**src/rtl/wb_arbiter.sv**
```systemverilog
// Write-back arbiter: per-source FIFOs for ALU and SLB results feeding one registered ROB completion beat.
// Optional macro WB_RR_EN selects round-robin between both valid heads; default is fixed ALU priority.
module wb_arbiter #(
  parameter int unsigned DataLength = 31,
  parameter int unsigned DepthLog   = 2
) (
  input  logic                clk,
  input  logic                rst,
  input  logic                rdy,
  input  logic                flush,
  input  logic                alu_valid,
  input  logic [DataLength:0] alu_data,
  input  logic [DataLength:0] alu_pc,
  input  logic [DataLength:0] alu_jpc,
  output logic                alu_ready,
  input  logic                slb_valid,
  input  logic [DataLength:0] slb_data,
  input  logic [DataLength:0] slb_pc,
  output logic                slb_ready,
  output logic                out_valid,
  output logic                out_is_alu,
  output logic [DataLength:0] out_data,
  output logic [DataLength:0] out_pc,
  output logic [DataLength:0] out_jpc
);

  localparam int unsigned DW    = DataLength + 1;
  localparam int unsigned D     = 1 << DepthLog;
  localparam int unsigned CNT_W = DepthLog + 1;

  typedef struct packed {
    logic [DW-1:0] data;
    logic [DW-1:0] pc;
    logic [DW-1:0] jpc;
  } alu_ent_t;

  typedef struct packed {
    logic [DW-1:0] data;
    logic [DW-1:0] pc;
  } slb_ent_t;

  alu_ent_t alu_mem [D];
  slb_ent_t slb_mem [D];

  logic [DepthLog-1:0] alu_rptr, alu_wptr, slb_rptr, slb_wptr;
  logic [CNT_W-1:0]    alu_cnt, slb_cnt;
  logic                last_grant;

  logic alu_push, slb_push;
  logic alu_nonempty, slb_nonempty;
  logic prefer_slb;
  logic grant_alu, grant_slb;
  logic alu_pop, slb_pop;

  // Ready looks only at the registered count; a same-cycle pop does not reopen it.
  assign alu_ready = rdy && (alu_cnt < CNT_W'(D));
  assign slb_ready = rdy && (slb_cnt < CNT_W'(D));

  assign alu_push = alu_valid && alu_ready && !flush;
  assign slb_push = slb_valid && slb_ready && !flush;

  assign alu_nonempty = (alu_cnt != '0);
  assign slb_nonempty = (slb_cnt != '0);

`ifdef WB_RR_EN
  assign prefer_slb = ~last_grant;
`else
  // Fixed priority: last_grant is tracked but never consulted.
  assign prefer_slb = last_grant & 1'b0;
`endif

  // Head arbitration on registered empty flags; new pushes are never bypassed.
  always_comb begin
    grant_alu = 1'b0;
    grant_slb = 1'b0;
    if (alu_nonempty && slb_nonempty) begin
      grant_slb = prefer_slb;
      grant_alu = ~prefer_slb;
    end else if (alu_nonempty) begin
      grant_alu = 1'b1;
    end else if (slb_nonempty) begin
      grant_slb = 1'b1;
    end
  end

  assign alu_pop = rdy && !flush && grant_alu;
  assign slb_pop = rdy && !flush && grant_slb;

  // Payload storage needs no reset; occupancy is tracked by the counters.
  always_ff @(posedge clk) begin
    if (rdy && alu_push) alu_mem[alu_wptr] <= '{data: alu_data, pc: alu_pc, jpc: alu_jpc};
    if (rdy && slb_push) slb_mem[slb_wptr] <= '{data: slb_data, pc: slb_pc};
  end

  always_ff @(posedge clk or negedge rst) begin
    if (!rst) begin
      alu_rptr   <= '0;
      alu_wptr   <= '0;
      slb_rptr   <= '0;
      slb_wptr   <= '0;
      alu_cnt    <= '0;
      slb_cnt    <= '0;
      last_grant <= 1'b0;
      out_valid  <= 1'b0;
      out_is_alu <= 1'b0;
      out_data   <= '0;
      out_pc     <= '0;
      out_jpc    <= '0;
    end else if (rdy) begin
      if (flush) begin
        alu_rptr   <= '0;
        alu_wptr   <= '0;
        slb_rptr   <= '0;
        slb_wptr   <= '0;
        alu_cnt    <= '0;
        slb_cnt    <= '0;
        last_grant <= 1'b0;
        out_valid  <= 1'b0;
      end else begin
        if (alu_push) alu_wptr <= alu_wptr + DepthLog'(1);
        if (alu_pop)  alu_rptr <= alu_rptr + DepthLog'(1);
        if (slb_push) slb_wptr <= slb_wptr + DepthLog'(1);
        if (slb_pop)  slb_rptr <= slb_rptr + DepthLog'(1);

        if (alu_push && !alu_pop)      alu_cnt <= alu_cnt + CNT_W'(1);
        else if (!alu_push && alu_pop) alu_cnt <= alu_cnt - CNT_W'(1);
        if (slb_push && !slb_pop)      slb_cnt <= slb_cnt + CNT_W'(1);
        else if (!slb_push && slb_pop) slb_cnt <= slb_cnt - CNT_W'(1);

        out_valid <= alu_pop || slb_pop;
        if (alu_pop) begin
          out_is_alu <= 1'b1;
          out_data   <= alu_mem[alu_rptr].data;
          out_pc     <= alu_mem[alu_rptr].pc;
          out_jpc    <= alu_mem[alu_rptr].jpc;
          last_grant <= 1'b0;
        end else if (slb_pop) begin
          out_is_alu <= 1'b0;
          out_data   <= slb_mem[slb_rptr].data;
          out_pc     <= slb_mem[slb_rptr].pc;
          out_jpc    <= slb_mem[slb_rptr].pc + DW'(4);
          last_grant <= 1'b1;
        end
      end
    end
  end

endmodule

```
**config.mk**
```make
export PLATFORM = sky130hd
export DESIGN_NAME = wb_arbiter
export DESIGN_NICKNAME = d
export VERILOG_FILES = /design/src/rtl/wb_arbiter.sv
export SDC_FILE = /design/constraint.sdc
export NUM_CORES = 1
export LEC_CHECK = 0
export ABC_AREA = 1
export BUFFER_PORTS_ARGS = -buffer_cell sky130_fd_sc_hd__buf_4
export CORE_AREA = 2 2 302 304
export DETAILED_ROUTE_END_ITERATION = 10
export DIE_AREA = 0 0 304 306
export PLACE_DENSITY = 0.48
export SYNTH_ARGS = -nofsm -noshare
export SYNTH_HDL_FRONTEND = slang
export SYNTH_SLANG_ARGS = --single-unit
```
**constraint.sdc**
```tcl
create_clock -name clk -period 5.4 [get_ports clk]
set_clock_uncertainty 0.1 [all_clocks]
set_input_delay 1.08 -clock clk [delete_from_list [all_inputs] [get_ports clk]]
set_output_delay 1.08 -clock clk [all_outputs]
set_load 0.02 [all_outputs]
```
Yosys cells after proc, flatten, opt, wreduce, memory -nomap -nowiden:

Memories as Yosys holds them, arrays and structs flattened.
Index checks and enable logic that the tools add are counted.

* reduce and logical (&&, ||, !) cells: 38
* add/subtract/negate cells: 9
* magnitude comparators: 2
* bitwise operators: 1
* mux-type cells: 32

Operator list (number)
* $mux 32: 6
* $add 32x3->32 const B: 1
* $mux 3: 6
* $logic_and 1x1->1: 16
* $mux 2: 8
* $mux 1: 12
* $reduce_and 2->1: 6
* $reduce_bool 3->1: 4
* $reduce_bool 2->1: 5
* $add 2x1->2 const B: 4
* $add 3x1->3 const B: 2
* $lt 3x3->1 const B: 2
* $sub 3x1->3 const B: 2
* $logic_not 1->1: 5
* $reduce_and 3->1: 1
* $logic_or 1x1->1: 1
* $not 1->1: 1

* output and inout bits: 100
* memory bits (writable): 640
* bits of input ports: 166
* memories kept: 2
* logic and storage cells: 95
* flip-flop bits (word level): 112

Memories
* alu_mem: words 4, width 96, read ports 1, clocked after memory_dff 0, write ports 1, line 42 `alu_ent_t alu_mem [D];`
* slb_mem: words 4, width 64, read ports 1, clocked after memory_dff 0, write ports 1, line 43 `slb_ent_t slb_mem [D];`

Depth between registers and ports, before layout:

* depth after elaboration: 9
* depth in mapped cells: 19
* depth with buffers taken out: 15

Worst setup path after synthesis:

Ideal clock, no wire load.

* path kind: input -> register
* start: in rdy
* end: mem alu_mem[0][0] in the netlist's numbering, enable pin
* cell stages on the path: 6
* arrival: 5.927 ns
* required time: 4.749 ns
* setup slack: -1.179 ns
* cell sequence: inv_1 nor2_1 nand2_1 nor2_1 inv_1 nor2_1

* longest elaborated chain between the ends: 6

RTL lines
* from (decl): line 9 `input logic rdy,`
* $logic_and 1x1->1: line 56 `assign alu_ready = rdy && (alu_cnt < CNT_W'(D));`
* net alu_ready: line 15 `output logic alu_ready,`
* $logic_and 1x1->1 (2 in series): line 59 `assign alu_push = alu_valid && alu_ready && !flush;`
* $logic_and 1x1->1: line 91 `if (rdy && alu_push) alu_mem[alu_wptr] <= '{data: alu_data, pc: alu_pc, jpc: alu_jpc};`
* $mux 1: line 91
* $mux 1 (implied by the code): line 91
* to (decl): line 42

The timed path passes the listed nets, and every way through them passes these cells.

Worst setup path in the final report:

* start: reg slb_rptr[0]
* end: reg out_jpc[17]

* longest elaborated chain between the ends: 4

RTL lines
* from (decl): line 45 `logic [DepthLog-1:0] alu_rptr, alu_wptr, slb_rptr, slb_wptr;`
* from (signal assigned): line 123 `if (slb_pop) slb_rptr <= slb_rptr + DepthLog'(1);`
* $mem_v2 4x64
* $add 32x3->32: line 141 `out_jpc <= slb_mem[slb_rptr].pc + DW'(4);`
* $mux 32: line 137 `end else if (slb_pop) begin`
* $mux 32: line 131 `if (alu_pop) begin`
* to (signal assigned): line 135 `out_jpc <= alu_mem[alu_rptr].jpc;`
* to (signal assigned): line 141
* to (decl): line 24 `output logic [DataLength:0] out_jpc`

Every way passes these cells. The select of a mux whose other input is x is not followed.
A chain may end at the register's enable or synchronous reset.

==> results.cfg <==
[synth]
synth.avg_cell_area_um2 = 12.2
yosysTopAreaCell = edfxtp_1
yosys.area.top_type_share_pct = 63.5
syn_area_um2 = 30300
ys_types = 38
synthCells = 2473
synth_fp_nets = 2650
yosys_warnings = 0
ys_ff_latch = 752
synth_area_leaders = edfxtp_1, dfrtp_1, nand2_1
seq_area_frac_synth_pct = 72.7

[critical_path]
cp.required_ns = 5.81
crit_type = flop to flop
cp.arrival_ns = 4.04
cp_cell_sequence = buf_4 > nand2_1 > nand2_1 > nand2_1 > nand2_1 > nand2_1 > nor2_1 > nand2_4 > nor2_4 > nand2_1 > nand3_1 > nand2_1 > nand2_1 > nand2_1
cpPeakStageDelay_ns = 0.89
setup.worst_path.start_class = flop
cp_common_cell = nand2_1
crit_fanout = 94
end_kind = flop
slowest_stage = buf_4

[cells_and_area]
multi_input_area_um2 = 7180
syn_to_final_growth_pct = 19.2
regArea_um2 = 22000
layout-drive-gt1-share_pct = 16.8
layout_common_cells = edfxtp_1, nand2_1, buf_4
final_common_cell = edfxtp_1
final_area_um2 = 36100
final_nets = 2879
fillers = 8422

[placement]
finalWeightedCongestion = 0.851
place_ws_ns = 1.66
place_hpwl_mm = 56.3
io_buffers = 265
post_dp_cell_area_um2 = 33500

[power]
leakage_nw = 13.8
ir_drop_mv = 0.241
powerDensity_nw_per_um2 = 499

[sta]
finalCritPeriodShare_pct = 67.2
hold_viol = 0
setup_violations = 0
slew_headroom_pct = 30.3
drv_slew = 0
tightest_slew_ns = 1.05
setup_ws_ns = 1.77
grt_setup_unrepaired = false
tns_ns = 0
fmax_mhz = 276
period_needed_ns = 3.63

[floorplan]
die_w_um = 304
die_h_um = 306
core_um2 = 89600
start_util_pct = 33.8
die_area_um2 = 93000
row_count = 110
io_pins = 266

[clocking]
cts_buffers = 82
cts-htree-levels = 3
cts_num_sinks = 752
clk_pin_slew_ns = 0.06
clk-insertion-delay-late_ns = 0.64
cts_tree = built
cts_resized = 0
cts_setup_buffers = 0
ctsHoldBuffers = 0
clock-root-buffer = clkbuf_16
clk_path_buf_depth = 3

[flow_run]
cap_violations = 0

[grt]
grt_pass1_wl_mm = 132
met3_usage_pct = 4.52
busiest_layer = met2
grt_use_met2_pct = 29.3
grt_max_degree = 133
antenna_found_initial = 17
grt_usage_pct = 19.2
grt_pass1_vias = 19500
overflow = 0
use_met1_pct = 27.1

[drt]
drc = 0
wl_mm = 91.0
drt_iter0_drc = 1771
post_drt_wl_per_cell_um = 23.0
drt-pass1-iter-count = 5
vias = 20100
ant_nets = 0
routed_via_density = 5.08

[status]
outcome = finished, final reports clean

[worst_hold_path]
hp-class = flop to flop
-- kinds of logic (layout without fill, tap and decap cells) --
group           Yosys count  after routing  synth area share, %
compound gates          493            493                 10.1
xor+xnor                  3              3               0.0868
fa+ha+maj                11             11                0.504
buf+inv                 267            566                 3.77
flops                   752            752                 72.7
other cells               0              7                    0
simple gates            947            947                 12.8
-- cell usage after synthesis --
library cell    n
inv_1         117
buf_8           2
buf_1          17
nor2_2         11
o21ai_1         2
a21oi_1       219
a22oi_1        27
nand2_2        21
a32oi_1         1
inv_8           1
o22ai_1        40
edfxtp_1      640
nand2_4         2
buf_4           6
ha_1            9
dfrtp_1       112
or2_2           1
o211ai_1        4
xor2_1          2
o221a_2         1
nor2_4          5
buf_2          27
nand3_2         2
inv_2           5
fa_1            2
o21ai_0       102
a31oi_1         4
xnor2_1         1
and2_1          1
nand4_1         2
a221o_1        91
nor3_2          1
nand2_1       626
nand3_1       122
buf_6           7
o21bai_1        2
nor2_1        153
clkbuf_1       85
-- per-layer routing --
metal  vias to the layer above  wire length [um]
met4                        22              2120
met2                       595             41300
met5                         -               134
met3                       145              6340
met1                     10000             41000
li1                       9295                 -
-- sequential cells by signal, summed over array words and instances (netlist names), 3 cells and up --
register,flops
slb_cnt,3
slb_mem,256
out_pc,32
out_jpc,32
alu_cnt,3
out_data,32
alu_mem,384
-- power breakdown --
part / internal (mW) / switching, mW / total [mW]
Clock: 3.16 / 2.31 / 5.48
Combinational: 1.54 / 3.56 / 5.10
Sequential: 6.87 / 0.581 / 7.45
Total: 11.6 / 6.45 / 18.0
-- critical path, delay by kind of cell, from the launching register on --
kind | cells | cell delay (ns)
AND/OR/NAND/NOR | 13 | 1.67
buffers and inverters | 1 | 0.89
flip-flops | 1 | 0.81
-- area by class of cell --
class,instances,area share [%]
timing repair buffer,289,6.37
inverter,123,1.33
antenna,7,0.0485
multi-input combinational,1454,19.9
clock buffer,117,6.21
clock inverter,37,1.05
tap,1176,4.08
sequential,752,61.0
-- per-stage QoR --
step	hold WS, ns	std cells	util (%)	total power, mW
after floorplan	0.399	2473	-	10.4
after global placement	0.379	3794	37.4	12.6
after detailed placement	0.389	3794	37.4	12.7
after CTS	0.403	3948	40.3	18.2
after global routing	0.417	3953	40.3	18.9
final	0.399	3955	40.3	18.0
-- path summary, 6_finish.rpt --
check / depth (start not counted) / to / slack (ns) / start
setup / recovery: 14 / out_jpc[17] / 1.77 / slb_rptr[0]
hold / removal: 2 / out_data[30] / 0.40 / out_data[30]
setup reg to reg: 14 / out_jpc[17] / 1.77 / slb_rptr[0]
hold reg to reg: 2 / out_data[30] / 0.40 / out_data[30]
max in group asynchronous: 2 / out_data[30] / 3.65 / rst
min in group asynchronous: 1 / out_pc[24] / 0.43 / rst
No activity file was read; power rests on OpenSTA's default activity.
